$ cat config.mk
export PLATFORM = sky130hd
export DESIGN_NAME = vote_collector
export DESIGN_NICKNAME = d
export VERILOG_FILES = /design/src/rtl/vote_collector_pkg.sv /design/src/rtl/vote_popcount.sv /design/src/rtl/vote_collector.sv
export SDC_FILE = /design/constraint.sdc
export NUM_CORES = 1
export LEC_CHECK = 0
export ABC_CLOCK_PERIOD_IN_PS = 6100
export BUFFER_PORTS_ARGS = -buffer_cell sky130_fd_sc_hd__buf_2
export CORE_MARGIN = 2
export CORE_UTILIZATION = 50
export CTS_CLUSTER_DIAMETER = 60
export CTS_CLUSTER_SIZE = 14
export DETAILED_ROUTE_END_ITERATION = 10
export GPL_TIMING_DRIVEN = 0
export HOLD_SLACK_MARGIN = 0.06
export PLACE_DENSITY = 0.71
export SKIP_LAST_GASP = 1
export SLEW_MARGIN = 10
export SYNTH_ARGS = -nofsm -noshare
export SYNTH_HDL_FRONTEND = slang
export SYNTH_HIERARCHICAL = 1
export SYNTH_SLANG_ARGS = --single-unit
$ cat constraint.sdc
create_clock -name clk -period 6.1 [get_ports clk]
set_clock_uncertainty 0.15 [all_clocks]
set_input_delay 0.305 -clock clk [delete_from_list [all_inputs] [get_ports clk]]
set_output_delay 0.305 -clock clk [all_outputs]
set_load 0.005 [all_outputs]
$ cat src/rtl/vote_collector_pkg.sv
// Shared types and constants for the vote collector slice.
// The optional stale-frame timeout is enabled by defining VOTE_TIMEOUT_EN.
package vote_collector_pkg;

    // Collector FSM: gather votes, then hold the finished vector for downstream.
    typedef enum logic [0:0] {
        ST_COLLECT = 1'b0,
        ST_HOLD    = 1'b1
    } state_e;

    localparam int DEF_NUM_VOTES      = 5;
    localparam int DEF_TIMEOUT_CYCLES = 64;

    // Width needed to hold a ones-count in the range 0..num_votes.
    function automatic int ones_width(input int num_votes);
        return $clog2(num_votes + 1);
    endfunction

endpackage

$ cat src/rtl/vote_popcount.sv
// Combinational ones-count over a vote vector; the parent registers the result.
module vote_popcount
    import vote_collector_pkg::*;
#(
    parameter int NUM_VOTES = DEF_NUM_VOTES
) (
    input  logic [NUM_VOTES-1:0]             votes_i,
    output logic [ones_width(NUM_VOTES)-1:0] ones_o
);

    localparam int OW = ones_width(NUM_VOTES);

    logic [OW-1:0] ones_s;

    // Sum the individual vote bits.
    always_comb begin
        ones_s = '0;
        for (int i = 0; i < NUM_VOTES; i++) begin
            ones_s = ones_s + OW'(votes_i[i]);
        end
    end

    assign ones_o = ones_s;

endmodule

$ cat src/rtl/vote_collector.sv
// Serial vote collector: packs NUM_VOTES single-bit votes (vote i -> bit i)
// into a vector and hands it, with its ones-count, to the voter stage over a
// valid/ready handshake. Define VOTE_TIMEOUT_EN to discard partial frames
// that sit idle for TIMEOUT_CYCLES cycles.
module vote_collector
    import vote_collector_pkg::*;
#(
    parameter int NUM_VOTES      = DEF_NUM_VOTES,
    parameter int TIMEOUT_CYCLES = DEF_TIMEOUT_CYCLES
) (
    input  logic                             clk,
    input  logic                             rst,
    input  logic                             in_valid,
    input  logic                             in_vote,
    output logic                             in_ready,
    output logic                             out_valid,
    input  logic                             out_ready,
    output logic [NUM_VOTES-1:0]             out_votes,
    output logic [ones_width(NUM_VOTES)-1:0] out_ones,
    output logic                             timeout
);

    localparam int CW = $clog2(NUM_VOTES);
    localparam int OW = ones_width(NUM_VOTES);
    localparam logic [CW-1:0] CNT_LAST = CW'(NUM_VOTES - 1);

    state_e               state_q, state_d;
    logic [CW-1:0]        cnt_q, cnt_d;
    logic [NUM_VOTES-1:0] vec_q, vec_d;
    logic [OW-1:0]        ones_q, ones_d;
    logic [OW-1:0]        pop_s;
    logic                 accept_s;
    logic                 expire_s;

    // Ready is a pure function of state (held low during reset), so
    // out_ready never reaches in_ready combinationally.
    assign in_ready = (state_q == ST_COLLECT) && !rst;
    assign accept_s = in_valid && in_ready;

`ifdef VOTE_TIMEOUT_EN
    localparam logic [15:0] IDLE_LAST = 16'(TIMEOUT_CYCLES - 1);

    logic [15:0] idle_q, idle_d;
    logic        timeout_q;

    // A partial frame expires when its idle budget is spent and no vote arrives.
    assign expire_s = (state_q == ST_COLLECT) && !accept_s &&
                      (cnt_q != '0) && (idle_q == IDLE_LAST);

    // Idle counter runs only while a partial frame waits for its next vote.
    always_comb begin
        idle_d = idle_q;
        if ((state_q != ST_COLLECT) || accept_s || (cnt_q == '0) || expire_s) begin
            idle_d = '0;
        end else begin
            idle_d = idle_q + 16'd1;
        end
    end

    // Idle counter and one-cycle timeout pulse registers.
    always_ff @(posedge clk) begin
        if (rst) begin
            idle_q    <= '0;
            timeout_q <= 1'b0;
        end else begin
            idle_q    <= idle_d;
            timeout_q <= expire_s;
        end
    end

    assign timeout = timeout_q;
`else
    logic unused_timeout_cfg_s;

    assign expire_s             = 1'b0;
    assign timeout              = 1'b0;
    assign unused_timeout_cfg_s = (TIMEOUT_CYCLES > 1);
`endif

    // Next-state logic for the FSM, vote slot counter and vector register.
    always_comb begin
        state_d = state_q;
        cnt_d   = cnt_q;
        vec_d   = vec_q;
        case (state_q)
            ST_COLLECT: begin
                if (accept_s) begin
                    vec_d[cnt_q] = in_vote;
                    if (cnt_q == CNT_LAST) begin
                        state_d = ST_HOLD;
                        cnt_d   = '0;
                    end else begin
                        cnt_d = cnt_q + CW'(1);
                    end
                end else if (expire_s) begin
                    cnt_d = '0;
                    vec_d = '0;
                end else begin
                    cnt_d = cnt_q;
                end
            end
            ST_HOLD: begin
                if (out_ready) begin
                    state_d = ST_COLLECT;
                    vec_d   = '0;
                end else begin
                    state_d = ST_HOLD;
                end
            end
            default: begin
                state_d = ST_COLLECT;
                cnt_d   = '0;
                vec_d   = '0;
            end
        endcase
    end

    vote_popcount #(
        .NUM_VOTES (NUM_VOTES)
    ) u_popcount (
        .votes_i (vec_d),
        .ones_o  (pop_s)
    );

    // Capture the ones-count of the final vector as the frame enters HOLD.
    always_comb begin
        ones_d = ones_q;
        if ((state_q == ST_COLLECT) && (state_d == ST_HOLD)) begin
            ones_d = pop_s;
        end else begin
            ones_d = ones_q;
        end
    end

    // Main state registers with synchronous reset.
    always_ff @(posedge clk) begin
        if (rst) begin
            state_q <= ST_COLLECT;
            cnt_q   <= '0;
            vec_q   <= '0;
            ones_q  <= '0;
        end else begin
            state_q <= state_d;
            cnt_q   <= cnt_d;
            vec_q   <= vec_d;
            ones_q  <= ones_d;
        end
    end

    assign out_valid = (state_q == ST_HOLD);
    assign out_votes = vec_q;
    assign out_ones  = ones_q;

endmodule

-- Word-level counts from Yosys, hierarchy flattened
Cells that the tools add are included.
- bits of input ports: 5
- bits in registers: 12
- logic and storage cells: 30
- output and inout bits: 11
- reductions and logical operators: 6
- eq/ne operators: 1
- order comparisons: 2
- bitwise logic cells: 1
- $add $sub $neg: 5
- multiplexer cells: 11
- operators by type and width (kind ; count):
    5-bit 2-to-1 mux ; 2
    5-bit case mux with 2 select lines ; 1
    3-bit by 1-bit adder with 3-bit output ; 3
    5-bit bitwise mux ; 1
    1-bit logical AND ; 4
    3-bit by 4-bit < comparator with 1-bit output (second input constant) ; 1
    1-bit 2-to-1 mux ; 4
    3-bit by 1-bit adder with 3-bit output (second input constant) ; 1
    1-bit demux with 3-bit select ; 1
    3-bit equality test (second input constant) ; 1
    3-bit by 1-bit >= comparator with 1-bit output (second input constant) ; 1
    3-bit 2-to-1 mux ; 1
    1-bit by 1-bit adder with 2-bit output ; 1
    1-bit case mux with 2 select lines ; 1
    2-bit AND reduction ; 1
    1-bit zero test ; 1
    1-bit NOT ; 1

-- Logic depth before layout (Yosys ltp)
- depth after elaboration: 11
- gate-level depth with buffers: 11
- gate-level depth less buffers: 10

-- Hierarchy
The synthesis kept the hierarchy.
- modules (own cells, without submodules) (module ; cells each ; sequential area each (um^2) ; area an instance (um^2) ; instances):
    vote_collector ; 79 ; 240.2 ; 701.9 ; 1
    vote_popcount ; 8 ; 0.0 ; 71.3 ; 1

-- Least setup slack after synthesis
Ideal clock, no wire load.
- path kind: flip-flop to flip-flop
- start: register state_q, in the netlist out_valid
- end: register ones_q[1], in the netlist out_ones[1]
- arrival time: 2.367 ns
- data required time: 5.818 ns
- stages on the path, launching flop included: 11
- buffers on the path: 1
- period minus slack after synthesis: 2.649 ns
- setup slack: 3.451 ns
- path through: dfxtp_1 buf_4 or3b_1 nand3_1 inv_1 fa_1 inv_1 fa_1 ha_1 nand3_1 a21oi_1
- cells in the longest elaborated chain, start to end: 9
- elaborated cells on any way between the ends: 12
- classes of those cells: 4 x add/sub; 4 x mux; 1 x bitwise; 3 x reduce/logical
- RTL lines (element ; line ; text):
    from (decl) ; vote_collector.sv:27 ; state_e state_q, state_d;
    from (signal assigned) ; vote_collector.sv:143 ; state_q <= state_d;
    1-bit NOT ; n/a ;
    1-bit logical AND ; vote_collector.sv:37 ; assign in_ready = (state_q == ST_COLLECT) && !rst;
    1-bit logical AND ; vote_collector.sv:38 ; assign accept_s = in_valid && in_ready;
    5-bit 2-to-1 mux ; vote_collector.sv:87 ; if (accept_s) begin
    5-bit case mux with 2 select lines (*) ; vote_collector.sv:85 ; case (state_q)
    via vec_d[0] ; vote_collector.sv:29 ; logic [NUM_VOTES-1:0] vec_q, vec_d;
    1-bit by 1-bit adder with 2-bit output (*) ; vote_popcount.sv:19 ; ones_s = ones_s + OW'(votes_i[i]);
    3-bit by 1-bit adder with 3-bit output (*) (3 in series) ; vote_popcount.sv:19 ;
    via pop_s[1] ; vote_collector.sv:31 ; logic [OW-1:0] pop_s;
    to (signal assigned) ; vote_collector.sv:146 ; ones_q <= ones_d;
    to (decl) ; vote_collector.sv:30 ; logic [OW-1:0] ones_q, ones_d;
The timed path passes the listed nets; every way through them passes the cells marked *.
A chain may end at the register's enable or synchronous reset.

-- Worst setup path after layout
Same ends and word-level chain as after synthesis.

==> results_dict.tcl <==
set metrics [dict create \
    ctsHtreeMaxLevel 1 \
    fin_setup_tns_ns 0 \
    stdcell_count 121 \
    fin_nets 116 \
    syn_avg_cell_area_sq_um 8.89 \
    crit_type "reg -> reg" \
    maxCapViolCount 0 \
    yosysWarnings 6 \
    seqCellArea_sq_um 240 \
    syn_to_final_growth_pct 16.3 \
    worst_setup_path_end_kind "flop" \
    synth_fa_ha_area_share_pct 10.0 \
    async_reset_ff_share_pct 0 \
    post-place-ws_ns 3.28 \
    grt_use_total_pct 20.0 \
    clk_path_buf_depth 2 \
    drt_iter0_drc 11 \
    met3_wirelength_um 69 \
    worst_slack_ns 3.28 \
    grt_overflow 0 \
    dp.cells 117 \
    cp.arrival_ns 2.83 \
    postRouteAntennaNets 0 \
    die-area_sq_um 1880 \
    synth_cell_types 30 \
    grt_pass1_wl_mm 2.78 \
    wl_per_cell_um 13.2 \
    rsz0062_at_grt "no" \
    dieWidth_um 43.3 \
    synth-edff-count 0 \
    fmax_mhz 354 \
    rr_worst_depth 10 \
    drt-total-wl_mm 1.60 \
    seq_area_frac_synth_pct 31.1 \
    antenna_found_initial 0 \
    highest_layer "met4" \
    hp-class "in -> reg" \
    clk-insertion-delay-late_ns 0.28 \
    numPortBuffers 14 \
    total_power_uw 184 \
    leakagePower_uw 0.000438 \
    cts_resized 0 \
    clock-sinks 12 \
    drc 0 \
    rows 14 \
    hold_depth 2 \
    grt_pass1_vias 634 \
    wl_met1_um 783 \
    gp_congestion 0.794 \
    first_pass_iters 4 \
    synth_nets 97 \
    die_h_um 43.3 \
    n_antenna_cell 0 \
    cts_tree "built" \
    drv_slew 0 \
    finalHoldViolCount 0 \
    power_density_nw_per_um2 204 \
    start_kind "flop" \
    yosys.area_share.simple_pct 30.7 \
    wl_met2_um 708 \
    clkTransAtPathRegs_ns 0.08 \
    root_buffer "clkbuf_4" \
    cts_setup_buffers 0 \
    synth_top_family_by_area "simple AND/OR/NAND/NOR gates" \
    fin_crit_sh_pct 46.3 \
    core_sq_um 1470 \
    worstPathRequired_ns 6.11 \
    cts_hold_buffers 0 \
    cts_made_buffers 3 \
    setup_viol 0 \
    synth_compound_gate_area_share_pct 13.8 \
    dr_total_vias 676 \
    ys.flop_type "dfxtp_1" \
    n_fill_cell 140 \
    multi_input_area_sq_um 474 \
    grt_start_max_net_pins 11 \
    final.min_clock_period_ns 2.82 \
    via_per_inst 5.59 \
    synthMuxAreaShare_pct 5.18 \
    dp_hpwl_mm 1.17 \
    drive_above_1_share_pct 24.8 \
    status "finished clean" \
    netlist_instances 87 \
    ys_ff_latch 12 \
    irDropWorstVdd_v 0.000117 \
    synth_xor_area_share_pct 1.13 \
    cp_max_fo 10 \
    start_util_pct 52.6 \
    ios 16 \
    synth_area_sq_um 773 \
]
-- routing by layer --
| layer | GRT usage (%) | vias up |
|---|---|---|
| li1 | - | 340 |
| met1 | 25.1 | 315 |
| met2 | 31.6 | 16 |
| met3 | 2.98 | 5 |
| met4 | 12.7 | 0 |
| met5 | 0 | - |
-- critical path: stages, from the launching register on --
cell	delay, ns
dfxtp_1	0.41
buf_4	0.21
or3b_1	0.40
nand3_1	0.11
inv_1	0.06
fa_1	0.52
inv_1	0.05
fa_1	0.37
ha_1	0.29
nand3_1	0.07
a21oi_1	0.06
-- path summary, 6_finish.rpt --
kind	from	end	slack (ns)
max reg2reg	out_valid	out_ones[1]	3.28
min reg2reg	out_votes[2]	out_votes[2]	0.36
max	out_valid	out_ones[1]	3.28
min	rst	out_votes[4]	0.14
-- report_power, final --
group / switching, uW / total (uW) / leakage, uW / internal [uW]
Combinational: 17.0 / 32.4 / 0.000320 / 15.4
Clock: 29.6 / 66.0 / 0.0000210 / 36.4
Sequential: 4.00 / 85.2 / 0.0000973 / 81.2
-- layout make-up --
class / instances / share of cell area [%]
plain buffers: 5 / 3.20
clock buffers: 4 / 4.03
inverters: 8 / 3.34
multi-input cells: 62 / 52.7
flip-flops and latches: 12 / 26.7
well taps: 16 / 2.23
repair buffers: 14 / 7.79
-- cell usage after synthesis, types with 2 or more instances --
| master | number | share of area [%] |
|---|---|---|
| a21bo_1 | 3 | 3.9 |
| a21oi_1 | 8 | 5.2 |
| a31oi_1 | 2 | 1.6 |
| and2b_1 | 2 | 1.9 |
| buf_2 | 2 | 1.3 |
| buf_4 | 2 | 1.9 |
| dfxtp_1 | 12 | 31 |
| fa_1 | 2 | 5.2 |
| ha_1 | 3 | 4.9 |
| inv_1 | 8 | 3.9 |
| mux2i_1 | 4 | 5.2 |
| nand2_1 | 5 | 2.4 |
| nand3_1 | 10 | 6.5 |
| nor2_1 | 3 | 1.5 |
| nor2b_1 | 4 | 3.2 |
| or3b_1 | 3 | 3.4 |
-- through the flow --
stage | hold WS, ns | utilization (%) | cell area (sq um)
final | 0.145 | 61.1 | 900
after global routing | 0.177 | 61.1 | 900
after CTS | 0.139 | 61.1 | 900
after detailed placement | 0.350 | 58.7 | 863
after global placement | 0.338 | 58.7 | 863
after floorplan | 0.224 | - | 773
-- cell families (layout without fill, tap and decap cells) --
family / count (synthesis) / count (layout)
AND/OR/NAND/NOR: 35 / 35
AO/OA/AOI/OAI: 16 / 16
buffers and inverters: 13 / 31
flip-flops: 12 / 12
adder cells (fa/ha/maj): 5 / 5
multiplexers: 4 / 4
other: 1 / 1
XOR/XNOR: 1 / 1
-- registers in the layout (all words and copies together) (netlist names) --
| name | flops |
|---|---|
| cnt_q | 3 |
| out_ones | 3 |
| out_valid | 1 |
| out_votes | 5 |
-- placed cells by master, fill, tap and decap left out, types with 2 or more instances in the layout --
cell type / count
nand2_1: 5
buf_4: 2
fa_1: 2
a21bo_1: 3
clkbuf_4: 3
nor2b_1: 4
nor2_1: 3
a31oi_1: 2
ha_1: 3
or3b_1: 3
a21oi_1: 8
nand3_1: 10
and2b_1: 2
inv_1: 8
buf_2: 16
dfxtp_1: 12
mux2i_1: 4
No activity file was read; power rests on OpenSTA's default activity.
